`src/rtl/send_cmd_scheduler_if.sv`:
```
// Request channel into the send command scheduler: valid/ready handshake
// carrying the target engine select and the DDR start address.
interface send_cmd_scheduler_if;
  logic        req_valid;
  logic        req_ready;
  logic        req_port;
  logic [24:0] req_addr;

  modport master (output req_valid, output req_port, output req_addr, input req_ready);
  modport slave  (input req_valid, input req_port, input req_addr, output req_ready);
endinterface

```
`src/rtl/send_cmd_scheduler.sv`:
```
// Send command scheduler: queues send requests and dispatches them strictly
// in order to two send engines, one request per cycle at most.
// Optional feature macro: SEND_TIMEOUT_EN adds a per-channel WAIT watchdog
// that forces the channel back to IDLE and raises a sticky timeout_err bit.
//
// Channel FSM states:
//   state    | meaning
//   ST_IDLE  | channel free, may accept a dispatch from the queue head
//   ST_ISSUE | cmd_send high for this single cycle
//   ST_WAIT  | waiting for the engine done pulse (or watchdog expiry)
module send_cmd_scheduler #(
  parameter int FIFO_DEPTH     = 4,
  parameter int TIMEOUT_CYCLES = 65535
) (
  input  logic                clk,
  input  logic                reset,
  send_cmd_scheduler_if.slave req,
  input  logic                ddr_ready,
  output logic [24:0]         send_1_start_ram_addr,
  output logic [24:0]         send_2_start_ram_addr,
  output logic                send_1_cmd_send,
  output logic                send_2_cmd_send,
  input  logic                send_1_done,
  input  logic                send_2_done,
  output logic [4:0]          fifo_level,
  output logic                busy,
  output logic [1:0]          timeout_err,
  input  logic                err_clear
);

  localparam int PTR_W = (FIFO_DEPTH > 1) ? $clog2(FIFO_DEPTH) : 1;

  typedef enum logic [1:0] {ST_IDLE, ST_ISSUE, ST_WAIT} ch_state_t;

  logic [25:0]       mem [FIFO_DEPTH];
  logic [PTR_W-1:0]  wr_ptr;
  logic [PTR_W-1:0]  rd_ptr;
  logic              ready_en;
  logic              push;
  logic              pop;
  logic [25:0]       head;
  logic              head_port;
  logic [24:0]       head_addr;
  logic              dispatch;
  ch_state_t         ch_state [2];
  logic [1:0]        cmd_send;
  logic [1:0][24:0]  start_addr;
  logic [1:0]        done_v;
  logic [1:0]        expire;

  assign done_v    = {send_2_done, send_1_done};
  assign head      = mem[rd_ptr];
  assign head_port = head[25];
  assign head_addr = head[24:0];

  // ready only depends on registered state so a same-cycle pop cannot unblock a full queue
  assign req.req_ready = ready_en && (fifo_level < 5'(FIFO_DEPTH));
  assign push          = req.req_valid && req.req_ready;
  assign dispatch      = (fifo_level != 5'd0) && ddr_ready && (ch_state[head_port] == ST_IDLE);
  assign pop           = dispatch;

  assign busy = (fifo_level != 5'd0) || (ch_state[0] != ST_IDLE) || (ch_state[1] != ST_IDLE);

  assign send_1_cmd_send       = cmd_send[0];
  assign send_2_cmd_send       = cmd_send[1];
  assign send_1_start_ram_addr = start_addr[0];
  assign send_2_start_ram_addr = start_addr[1];

  // Holds req_ready low until the first clock after reset release
  always_ff @(posedge clk or posedge reset) begin
    if (reset) ready_en <= 1'b0;
    else       ready_en <= 1'b1;
  end

  // Queue storage; entries are only meaningful between rd_ptr and wr_ptr
  always_ff @(posedge clk) begin
    if (push) mem[wr_ptr] <= {req.req_port, req.req_addr};
  end

  // Queue pointers and occupancy; pointers wrap naturally at power-of-two depth
  always_ff @(posedge clk or posedge reset) begin
    if (reset) begin
      wr_ptr     <= '0;
      rd_ptr     <= '0;
      fifo_level <= 5'd0;
    end else begin
      if (push) wr_ptr <= wr_ptr + 1'b1;
      if (pop)  rd_ptr <= rd_ptr + 1'b1;
      case ({push, pop})
        2'b10:   fifo_level <= fifo_level + 5'd1;
        2'b01:   fifo_level <= fifo_level - 5'd1;
        default: fifo_level <= fifo_level;
      endcase
    end
  end

  // Per-channel IDLE/ISSUE/WAIT sequencing with registered cmd_send and address
  always_ff @(posedge clk or posedge reset) begin
    if (reset) begin
      for (int c = 0; c < 2; c++) ch_state[c] <= ST_IDLE;
      cmd_send   <= '0;
      start_addr <= '0;
    end else begin
      for (int c = 0; c < 2; c++) begin
        case (ch_state[c])
          ST_IDLE: begin
            cmd_send[c] <= 1'b0;
            if (dispatch && (head_port == 1'(c))) begin
              ch_state[c]   <= ST_ISSUE;
              cmd_send[c]   <= 1'b1;
              start_addr[c] <= head_addr;
            end
          end
          ST_ISSUE: begin
            cmd_send[c] <= 1'b0;
            ch_state[c] <= ST_WAIT;
          end
          ST_WAIT: begin
            cmd_send[c] <= 1'b0;
            if (done_v[c] || expire[c]) ch_state[c] <= ST_IDLE;
          end
          default: begin
            cmd_send[c] <= 1'b0;
            ch_state[c] <= ST_IDLE;
          end
        endcase
      end
    end
  end

`ifdef SEND_TIMEOUT_EN
  logic [1:0][19:0] wait_cnt;
  logic [1:0]       err_q;

  // Watchdog expires on the last permitted WAIT cycle
  always_comb begin
    expire = '0;
    for (int c = 0; c < 2; c++)
      expire[c] = (ch_state[c] == ST_WAIT) && (wait_cnt[c] == 20'(TIMEOUT_CYCLES - 1));
  end

  // WAIT counters restart from zero on each WAIT entry; err_clear beats a new timeout
  always_ff @(posedge clk or posedge reset) begin
    if (reset) begin
      wait_cnt <= '0;
      err_q    <= '0;
    end else begin
      for (int c = 0; c < 2; c++) begin
        if (ch_state[c] == ST_WAIT) wait_cnt[c] <= wait_cnt[c] + 20'd1;
        else                        wait_cnt[c] <= 20'd0;
      end
      if (err_clear) err_q <= '0;
      else           err_q <= err_q | (expire & ~done_v);
    end
  end

  assign timeout_err = err_q;
`else
  logic unused_cfg;
  assign unused_cfg  = err_clear ^ TIMEOUT_CYCLES[0];
  assign expire      = '0;
  assign timeout_err = 2'b00;
`endif

endmodule

```
`src/flat_wrapper.sv`:
```
// flat-port wrapper written by rule: the top's interface ports become plain ports
module send_cmd_scheduler_flat 
#(
  parameter int FIFO_DEPTH     = 4,
  parameter int TIMEOUT_CYCLES = 65535
)
  (clk, reset, ddr_ready, send_1_start_ram_addr, send_2_start_ram_addr, send_1_cmd_send, send_2_cmd_send, send_1_done, send_2_done, fifo_level, busy, timeout_err, err_clear, req_req_valid, req_req_port, req_req_addr, req_req_ready);
  send_cmd_scheduler_if req_i ();
  input  logic clk;
  input  logic reset;
  input  logic ddr_ready;
  output logic [24:0] send_1_start_ram_addr;
  output logic [24:0] send_2_start_ram_addr;
  output logic send_1_cmd_send;
  output logic send_2_cmd_send;
  input  logic send_1_done;
  input  logic send_2_done;
  output logic [4:0] fifo_level;
  output logic busy;
  output logic [1:0] timeout_err;
  input  logic err_clear;
  input wire logic [$bits(req_i.req_valid)-1:0] req_req_valid;
  input wire logic [$bits(req_i.req_port)-1:0] req_req_port;
  input wire logic [$bits(req_i.req_addr)-1:0] req_req_addr;
  output wire logic [$bits(req_i.req_ready)-1:0] req_req_ready;
  assign req_i.req_valid = req_req_valid;
  assign req_i.req_port = req_req_port;
  assign req_i.req_addr = req_req_addr;
  assign req_req_ready = req_i.req_ready;
  send_cmd_scheduler #(.FIFO_DEPTH(FIFO_DEPTH), .TIMEOUT_CYCLES(TIMEOUT_CYCLES)) u_core (.clk(clk), .reset(reset), .req(req_i), .ddr_ready(ddr_ready), .send_1_start_ram_addr(send_1_start_ram_addr), .send_2_start_ram_addr(send_2_start_ram_addr), .send_1_cmd_send(send_1_cmd_send), .send_2_cmd_send(send_2_cmd_send), .send_1_done(send_1_done), .send_2_done(send_2_done), .fifo_level(fifo_level), .busy(busy), .timeout_err(timeout_err), .err_clear(err_clear));
endmodule
```
`config.mk`:
```
export PLATFORM = sky130hd
export DESIGN_NAME = send_cmd_scheduler_flat
export DESIGN_NICKNAME = d
export VERILOG_FILES = /design/src/rtl/send_cmd_scheduler_if.sv /design/src/rtl/send_cmd_scheduler.sv /design/src/flat_wrapper.sv
export SDC_FILE = /design/constraint.sdc
export NUM_CORES = 1
export LEC_CHECK = 0
export BUFFER_PORTS_ARGS = -buffer_cell sky130_fd_sc_hd__buf_2
export CORE_MARGIN = 10
export CORE_UTILIZATION = 51
export CTS_CLUSTER_SIZE = 14
export DETAILED_ROUTE_END_ITERATION = 16
export GPL_TIMING_DRIVEN = 0
export PLACE_DENSITY = 0.79
export SLEW_MARGIN = 20
export SYNTH_ARGS = -nofsm -noshare
export SYNTH_HDL_FRONTEND = slang
export SYNTH_SLANG_ARGS = --single-unit
```
`constraint.sdc`:
```
create_clock -name clk -period 2.8 [get_ports clk]
set_clock_uncertainty 0.2 [all_clocks]
set_input_delay 0.56 -clock clk [delete_from_list [all_inputs] [get_ports clk]]
set_output_delay 0.56 -clock clk [all_outputs]
set_load 0.005 [all_outputs]
```
# ---- Yosys cells after proc, flatten, opt, wreduce, memory -nomap -nowiden
# Memories as Yosys holds them, arrays and structs flattened.
# Cells that the tools add are included.
dict set report word_totals {
  input_bits 33
  regBits 66
  out_inout_bits 61
  ram_bits 104
  elab_cells 63
  mem_bits_ro 0
  memories 1
  latch_bits 0
}
dict set report op_classes {
  shift 0
  eq_ne 10
  magnitude_cmp 2
  muxes 16
  div_mod_pow 0
  n_reduce_logical 19
  addsub 4
  bitwise 2
  n_mul 0
}
# name depth width read_ports rd_ports_with_merged_regs write_ports line
set memory_table {}
lappend memory_table {u_core.mem 4 26 1 0 1 send_cmd_scheduler.sv:35} ;# logic [25:0] mem [FIFO_DEPTH];
# operator count
set ops {}
lappend ops {{2-to-1 mux 2 bit} 7}
lappend ops {{case mux 2 bit (3 select lines)} 2}
lappend ops {{case mux 5 bit (2 select lines)} 1}
lappend ops {{AND reduction 2 bit} 4}
lappend ops {{equality test 2 x 1 -> 1 bit, second input constant} 3}
lappend ops {{equality test 2 bit, second input constant} 3}
lappend ops {{logical AND 1 bit} 6}
lappend ops {{zero test 2 bit} 3}
lappend ops {{2-to-1 mux 1 bit} 6}
lappend ops {{nonzero test 2 bit} 3}
lappend ops {{adder 5 x 1 -> 5 bit, second input constant} 1}
lappend ops {{< comparator 5 x 3 -> 1 bit, second input constant} 1}
lappend ops {{nonzero test 5 bit} 1}
lappend ops {{subtractor 5 x 1 -> 5 bit, second input constant} 1}
lappend ops {{adder 2 x 1 -> 2 bit, second input constant} 2}
lappend ops {{!= test 2 x 1 -> 1 bit, second input constant} 2}
lappend ops {{!= test 2 bit, second input constant} 2}
lappend ops {{>= comparator 2 bit, second input constant} 1}
lappend ops {{logical OR 1 bit} 2}
lappend ops {{NOT 1 -> 2 bit} 1}
lappend ops {{NOT 1 bit} 1}

# ---- Depth between registers and ports, before layout
# Gate-level depths: netlist of the first run.
# An unclocked memory read counts as a cell.
dict set report depth {
  ltp_word 10
  ltp_mapped 13
  depth_no_buf 12
}

# ---- Worst setup path before layout of the first run
# OpenSTA, ideal clock, no wires.
dict set report synth_path {
  path_kind {flip-flop to flip-flop}
  from {register u_core.fifo_level[4]}
  to {register u_core.fifo_level[4]}
  setup_ns 0.124
  t_required_ns 2.476
  n_path_buf 0
  path_stages_with_launch 11
  period_less_slack_ns 3.157
  setup_slack_ns -0.357
  t_arrival_ns 2.832
  path_cell_list {dfrtp_1 > nor4b_1 > and2_1 > inv_1 > ha_1 > ha_1 > nor2b_1 > o21ai_0 > a21oi_1 > or3b_2 > xnor2_1}
}
dict set report synth_via {
  elab_chain_len 5
  word_cells_on_any_way 12
  cone_classes {add/sub (2); order compare (1); eq/ne (2); mux (1); reduce/logical (6)}
}
# item line
set synth_lines {}
lappend synth_lines {{start: declaration} send_cmd_scheduler.sv:25} ;# output logic [4:0] fifo_level,
lappend synth_lines {{start signal: assignment} send_cmd_scheduler.sv:90} ;# 2'b10: fifo_level <= fifo_level + 5'd1;
lappend synth_lines {{start signal: assignment} send_cmd_scheduler.sv:91} ;# 2'b01: fifo_level <= fifo_level - 5'd1;
lappend synth_lines {{start signal: assignment} send_cmd_scheduler.sv:92} ;# default: fifo_level <= fifo_level;
lappend synth_lines {{< comparator 5 x 3 -> 1 bit *} send_cmd_scheduler.sv:57} ;# assign req.req_ready = ready_en && (fifo_level < 5'(FIFO_DEPTH));
lappend synth_lines {{logical AND 1 bit *} send_cmd_scheduler.sv:57}
lappend synth_lines {{net req_req_ready} flat_wrapper.sv:25} ;# output wire logic [$bits(req_i.req_ready)-1:0] req_req_ready;
lappend synth_lines {{logical AND 1 bit *} send_cmd_scheduler.sv:58} ;# assign push = req.req_valid && req.req_ready;
lappend synth_lines {{equality test 2 x 1 -> 1 bit / equality test 2 bit (equally long branches)} send_cmd_scheduler.sv:89} ;# case ({push, pop})
lappend synth_lines {{case mux 5 bit (2 select lines) / nonzero test 2 bit (equally long branches)} -}
# The timed path passes the listed nets; every way through them passes the cells marked *.
# A chain may end at the register's enable or synchronous reset.

# ---- Worst setup path after layout of the first run
dict set report layout_path {
  from {register u_core.fifo_level[0]}
  to {register u_core.fifo_level[4]}
}
dict set report layout_via {
  elab_chain_len 5
  word_cells_on_any_way 12
  cone_classes {add/sub (2); order compare (1); eq/ne (2); mux (1); reduce/logical (6)}
}
# item line
set layout_lines {}
lappend layout_lines {{< comparator 5 x 3 -> 1 bit / nonzero test 5 bit (equally long branches)} {send_cmd_scheduler.sv:57, send_cmd_scheduler.sv:59}}
lappend layout_lines {{logical AND 1 bit (on tied branches)} {send_cmd_scheduler.sv:57, send_cmd_scheduler.sv:59}}
lappend layout_lines {{logical AND 1 bit (on tied branches)} {send_cmd_scheduler.sv:58, send_cmd_scheduler.sv:59}}
lappend layout_lines {{equality test 2 x 1 -> 1 bit / equality test 2 bit (equally long branches)} send_cmd_scheduler.sv:89}
lappend layout_lines {{case mux 5 bit (2 select lines) / nonzero test 2 bit (equally long branches)} -}
# Several ways; a longest one is shown, not always the timed one.

==> impl_metrics.tcl, run 1 <==
set metrics [dict create \
    synth_edf_count 104 \
    p_seq_frac 0.398 \
    drt_wl_total_um 12700 \
    grt-ovfl-total 0 \
    detail_route.wl_per_cell_um 19.8 \
    synthToLayoutAreaGrowth_pct 23.3 \
    reg2reg_slack_ns -0.14 \
    synth_cell_types 37 \
    fin_cells 640 \
    path_max_fanout 5 \
    viasPerCell 5.21 \
    worst_slack_ns -0.136 \
    fin_hold_ws_ns 0.151 \
    grt_pass1_vias 3607 \
    drc_errors 0 \
    dr_total_vias 3333 \
    max-clock-path-buffers 2 \
    powerDensity_mw_per_mm2 1100 \
    grt_setup_unrepaired "yes" \
    placed_cells 595 \
    synth.yosys.seq_area_share 0.724 \
    gp_congestion 0.781 \
    yosys-top-cells-count "104 x edfxtp_1, 66 x dfrtp_1, 46 x mux2_2" \
    synth_area_leaders "edfxtp_1 47%, dfrtp_1 25%, mux2_2 7.9%, mux4_2 6.1%, mux4_1 2.8%" \
    setup_tns_ns -0.136 \
    dpl.hpwl_um 8180 \
    crit_type "flip-flop to flip-flop" \
    worst_pin_slew_ns 0.732 \
    p_int_mw 6.35 \
    clkTransAtPathRegs_ns 0.06 \
    dieArea_mm2 0.0179 \
    final_layout_size_suffix_gt1_frac 0.506 \
    yosysMostFrequentCell "edfxtp_1" \
    switching_share 0.289 \
    ys_warn_count 0 \
    cp.arrival_ns 3.04 \
    vdd_ir_drop_max_uv 687 \
    max_freq_ghz 0.341 \
    num_antenna_cells 0 \
    ys_seq_elements 170 \
    yosysTopAreaCell "edfxtp_1" \
    start_kind "flip-flop" \
    fin_crit_ns 2.94 \
    cts.sinks 170 \
    setup_viol 1 \
    syn_inst 331 \
    synth_top_area_frac 0.474 \
    drt_iter0_markers 168 \
    synth_top_flop_cell "edfxtp_1" \
    async_reset_ff_frac 0.388 \
    report.final.slew_viol_count 0 \
    cap_violations 0 \
    final_area_mm2 0.00813 \
    initial_core_util 0.523 \
    min_period_over_period 1.05 \
    nNetsFinal 497 \
    pin_count 94 \
    worstPathRequired_ns 2.90 \
    insertion_delay_ns 0.42 \
    finish.utilization 0.644 \
    clkPwrFrac 0.263 \
    cts_tree "yes" \
    die_y_um 134 \
    postRouteAntennaNets 0 \
    htreeDepth 4 \
    die_x_um 134 \
    status "complete, but fails checks" \
    syn_area_per_cell_um2 19.9 \
    hold_viol 0 \
    power.switching_mw 2.59 \
    antenna_found_initial 0 \
    syn_area_mm2 0.00659 \
    grt.total_usage 0.145 \
    worstHoldPathType "primary input to flip-flop" \
    clockRootBuffer "clkbuf_16" \
    dpl_cell_area_mm2 0.00733 \
    comb_power_share 0.339 \
    num_rows 41 \
    end_kind "flip-flop" \
    grt_max_degree 60 \
    coreArea_mm2 0.0126 \
    portBuffers 90 \
    p_leak_nw 3.18 \
    violations "negative setup slack" \
    grt_pass1_wl_um 19800 \
    firstDrtPassIters 4 \
    cts_inserted_buffers 17 \
    slew_headroom 0.512 \
]
## sequential cells by signal (all words and copies together), names as in the netlist
name / count
u_core.ch_state: 4
u_core.ready_en: 1
u_core.fifo_level: 5
u_core.mem: 104
u_core.rd_ptr: 2
u_core.cmd_send: 2
u_core.send_2_start_ram_addr: 25
u_core.wr_ptr: 2
u_core.send_1_start_ram_addr: 25
## cells in the final DEF (no fill, tap or decap), types with 3 or more instances in the layout
cell        instances
xnor2_1             3
clkbuf_16          17
nand2_1             5
clkbuf_8            3
and3_2              4
buf_6               8
edfxtp_1          104
mux2_2             46
clkinvlp_4          3
clkbuf_1            3
buf_2              90
mux2i_1             3
mux4_2             18
conb_1              3
mux4_1              7
buf_4              14
dfrtp_1            65
ha_1                6
nor2_1              6
bufinv_16           3
mux2_4              4
inv_1               7
xor2_1              3
o21ai_0             4
## logic make-up (layout without fill, tap and decap cells)
group / Yosys count / in the layout / synth area share
AOI/OAI and AO/OA: 12 / 12 / 0.0120
muxes: 80 / 80 / 0.185
DFF: 170 / 170 / 0.724
other: 2 / 3 / 0.00114
and+or+nand+nor: 29 / 29 / 0.0258
buffers and inverters: 22 / 158 / 0.0243
adders and majority gates: 9 / 9 / 0.0182
xor gates and xnor gates: 7 / 7 / 0.00930
## layout make-up
class | instances | area, um^2
timing repair buffer | 104 | 578
buffer | 13 | 126
multi-input combinational | 140 | 1790
clock inverter | 12 | 148
clock buffer | 20 | 457
inverter | 9 | 38.8
sequential | 170 | 4780
fill | 859 | 4490
tap | 172 | 215
## power groups by stage
stage / Sequential, mW / Clock (mW) / Combinational [mW]
2_1_floorplan: 3.60 / 0 / 1.81
3_3_place_gp: 3.56 / 0 / 2.67
3_5_place_dp: 3.60 / 0 / 2.79
4_1_cts: 3.56 / 2.39 / 2.88
5_1_grt: 3.63 / 2.49 / 3.32
6_report: 3.56 / 2.35 / 3.03
## per-stage QoR
step                setup slack, ns  total power [mW]
floorplan                    -0.153              5.41
global placement             -0.594              6.23
detailed placement           -0.411              6.39
CTS                          -0.205              8.83
global route                 -0.272              9.45
finish                       -0.136              8.94
## routing by layer
layer  global-route usage  vias to the layer above  share of wire
met5                    0                        -              0
met2                0.250                       84           0.53
met3               0.0380                       13          0.044
met4               0.0623                        0          0.018
met1                0.168                     1717           0.41
li1                     -                     1519              -
## worst max-delay path, cell delays in order, from the launching register on
cell	delay, ns
dfrtp_1	0.44
or4_4	0.56
o21ai_4	0.19
a21oi_4	0.06
ha_4	0.20
ha_4	0.23
nor2b_2	0.16
o21ai_2	0.17
a21oi_1	0.09
or3b_4	0.39
xnor2_2	0.14
## path summary, 6_finish.rpt
path,start,end,cells after the start
max in group asynchronous,reset,u_core.send_1_start_ram_addr[22],4
min,req_req_addr[1],u_core.mem[3][1],1
min reg2reg,u_core.send_2_start_ram_addr[15],u_core.send_2_start_ram_addr[15],1
max reg2reg,u_core.fifo_level[0],u_core.fifo_level[4],10
max,u_core.fifo_level[0],u_core.fifo_level[4],10
min in group asynchronous,reset,u_core.fifo_level[3],3
## repair_timing
item,CTS,global route
gates resized for setup,5,10
buffers inserted,4,8
setup endpoints to repair,2,1
hold buffers,1,0
pin swaps,6,7
endpoints found under the hold margin,7,0
(Power assumes the default switching activity.)
==> inputs of run 2 (changes only) <==
- PLACE_DENSITY: 0.79 -> 0.72
- clock period: 2.8 -> 2.4 ns (I/O delays scaled with it)
==> run 2 against run 1 <==
Against the previous run:
- the run still ends with negative setup slack left
- worst hold slack got worse by 0.080 ns
- register-to-register slack got worse by 0.40 ns
- non-clock buffer count increased by 4
- first-iteration DRC count increased by 1.2%
- sequential share of layout area decreased by 0.91 points
- count of clock-buffer cells in the layout decreased by 1
- setup slack got worse by 0.40 ns
- sequential power increased by 17%
- total power increased by 20%
- flip-flop and latch count unchanged
- critical path depth increased by 3
- critical path type unchanged
- clock power increased by 25%
==> impl_metrics.tcl, run 2 (same netlist as run 1, synthesis figures left out) <==
set metrics [dict create \
    largest_register_ffs 104 \
    dr_total_vias 3389 \
    drc_errors 0 \
    synthToLayoutAreaGrowth_pct 25.3 \
    die_y_um 134 \
    nNetsFinal 501 \
    clkPwrFrac 0.274 \
    grt_setup_unrepaired "yes" \
    dieArea_mm2 0.0179 \
    status "complete, but fails checks" \
    final_area_mm2 0.00826 \
    r2r-end "u_core.fifo_level[4]" \
    pin_count 94 \
    report.final.slew_viol_count 0 \
    final_layout_size_suffix_gt1_frac 0.517 \
    crit_type "flip-flop to flip-flop" \
    postRouteAntennaNets 0 \
    grt_max_degree 36 \
    end_kind "flip-flop" \
    worst_slack_ns -0.532 \
    violations "negative setup slack" \
    start_kind "flip-flop" \
    cp-startpoint "u_core.rd_ptr[1]" \
    p_seq_frac 0.389 \
    switching_share 0.285 \
    multiInputGateArea_mm2 0.00181 \
    vdd_ir_drop_max_uv 649 \
    final_common_cell "edfxtp_1" \
    drt_iter0_markers 170 \
    p_int_mw 7.65 \
    firstDrtPassIters 5 \
    detail_route.wl_per_cell_um 20.1 \
    portBuffers 90 \
    grt_pass1_wl_um 21100 \
    clockRootBuffer "clkbuf_16" \
    worstPathRequired_ns 2.51 \
    dpl.hpwl_um 8470 \
    min_period_over_period 1.22 \
    worst_pin_slew_ns 0.744 \
    setup_tns_ns -0.925 \
    max_freq_ghz 0.341 \
    htreeDepth 4 \
    mostFrequentLayoutCells "104 x edfxtp_1, 90 x buf_2, 65 x dfrtp_1" \
    cp.arrival_ns 3.04 \
    ff_latch_area_mm2 0.00478 \
    clkTransAtPathRegs_ns 0.06 \
    reg2reg_from "u_core.rd_ptr[1]" \
    gp_congestion 0.718 \
    reg2reg_depth 13 \
    coreArea_mm2 0.0126 \
    insertion_delay_ns 0.42 \
    crit_end "u_core.fifo_level[4]" \
    powerDensity_mw_per_mm2 1300 \
    cap_violations 0 \
    worstHoldPathType "primary input to flip-flop" \
    initial_core_util 0.523 \
    path_max_fanout 4 \
    reg2reg_slack_ns -0.53 \
    grt_pass1_vias 3809 \
    fillerInstances 893 \
    slew_headroom 0.504 \
    viasPerCell 5.25 \
    cts.sinks 170 \
    p_leak_nw 3.24 \
    dpl_cell_area_mm2 0.00741 \
    cts_tree "yes" \
    die_x_um 134 \
    fin_crit_ns 2.93 \
    setup_viol 4 \
    grt-ovfl-total 0 \
    max-clock-path-buffers 2 \
    cts_inserted_buffers 17 \
    largest-register "u_core.mem" \
    grt.total_usage 0.155 \
    drt_wl_total_um 13000 \
    power.switching_mw 3.05 \
    comb_power_share 0.337 \
    hold_viol 0 \
    num_rows 41 \
    antenna_found_initial 0 \
]
run 2: changes by cell type in the layout (fill, tap and decap cells not counted), moves of 2 or more:
cell,delta
bufinv_16,+2
buf_8,+2
o21ai_0,-3
clkinvlp_4,-3
o21ai_1,+3
buf_4,+2
buf_6,-2
run 2: timing repair:
action | CTS | global route
pin swaps | 5 | 9
setup buffers | 8 | 6
endpoints found under the setup margin | 6 | 77
hold buffers | 1 | 0
endpoints found under the hold margin | 31 | 0
gates resized for setup | 4 | 13
run 2: worst min-delay path by stage:
| stage | from | endpoint | cells after the start |
|---|---|---|---|
| 2_1_floorplan | u_core.ch_state[0] | u_core.ch_state[1] | 1 |
| 3_3_place_gp | u_core.send_2_start_ram_addr[19] | u_core.send_2_start_ram_addr[19] | 1 |
| 3_5_place_dp | u_core.send_1_start_ram_addr[23] | u_core.send_1_start_ram_addr[23] | 1 |
| 4_1_cts | req_req_addr[24] | u_core.mem[0][24] | 1 |
| 5_1_grt | req_req_addr[13] | u_core.mem[2][13] | 1 |
| 6_report | req_req_addr[20] | u_core.mem[2][20] | 1 |
run 2: layout make-up:
cell class	count	area share
Antenna cell	1	0.000303
Clock buffer	19	0.0536
Clock inverter	13	0.0241
Inverter	9	0.00470
Buffer	13	0.0162
Tap cell	172	0.0261
Multi-Input combinational cell	140	0.219
Sequential cell	170	0.578
Timing Repair Buffer	108	0.0776
run 2: per-stage QoR:
stage | power [mW] | std cells | hold WS (ns) | util | setup WS [ns]
after floorplan | 6.38 | 332 | 0.273 | - | -0.544
after global placement | 7.38 | 594 | 0.284 | 0.581 | -0.949
after detailed placement | 7.54 | 597 | 0.290 | 0.587 | -0.736
after CTS | 10.6 | 638 | 0.0566 | 0.646 | -0.513
after global routing | 11.3 | 644 | 0.0594 | 0.654 | -0.675
final | 10.7 | 645 | 0.0710 | 0.654 | -0.532
run 2: critical path, cell delays in order, from the launching register on:
cell	delay, ns
dfrtp_1	0.34
buf_6	0.13
mux2i_4	0.26
and3_4	0.23
a21oi_4	0.05
a21oi_4	0.20
ha_4	0.20
inv_4	0.04
fa_2	0.36
nor2b_2	0.15
o21ai_2	0.08
nand3_1	0.06
or3b_4	0.38
xnor2_2	0.14
run 2: power by group through the flow:
stage,Combinational [mW],Clock [mW],Sequential [mW]
6_report,3.61,2.93,4.16
3_5_place_dp,3.34,0,4.20
5_1_grt,3.98,3.12,4.24
3_3_place_gp,3.21,0,4.17
4_1_cts,3.50,2.98,4.14
2_1_floorplan,2.18,0,4.20
run 2: routing by layer:
| layer | share of wire | vias up | global-route usage |
|---|---|---|---|
| met5 | 0 | - | 0 |
| met4 | 0.012 | 0 | 0.0653 |
| met3 | 0.064 | 14 | 0.0477 |
| met2 | 0.51 | 94 | 0.255 |
| met1 | 0.41 | 1741 | 0.186 |
| li1 | - | 1540 | - |
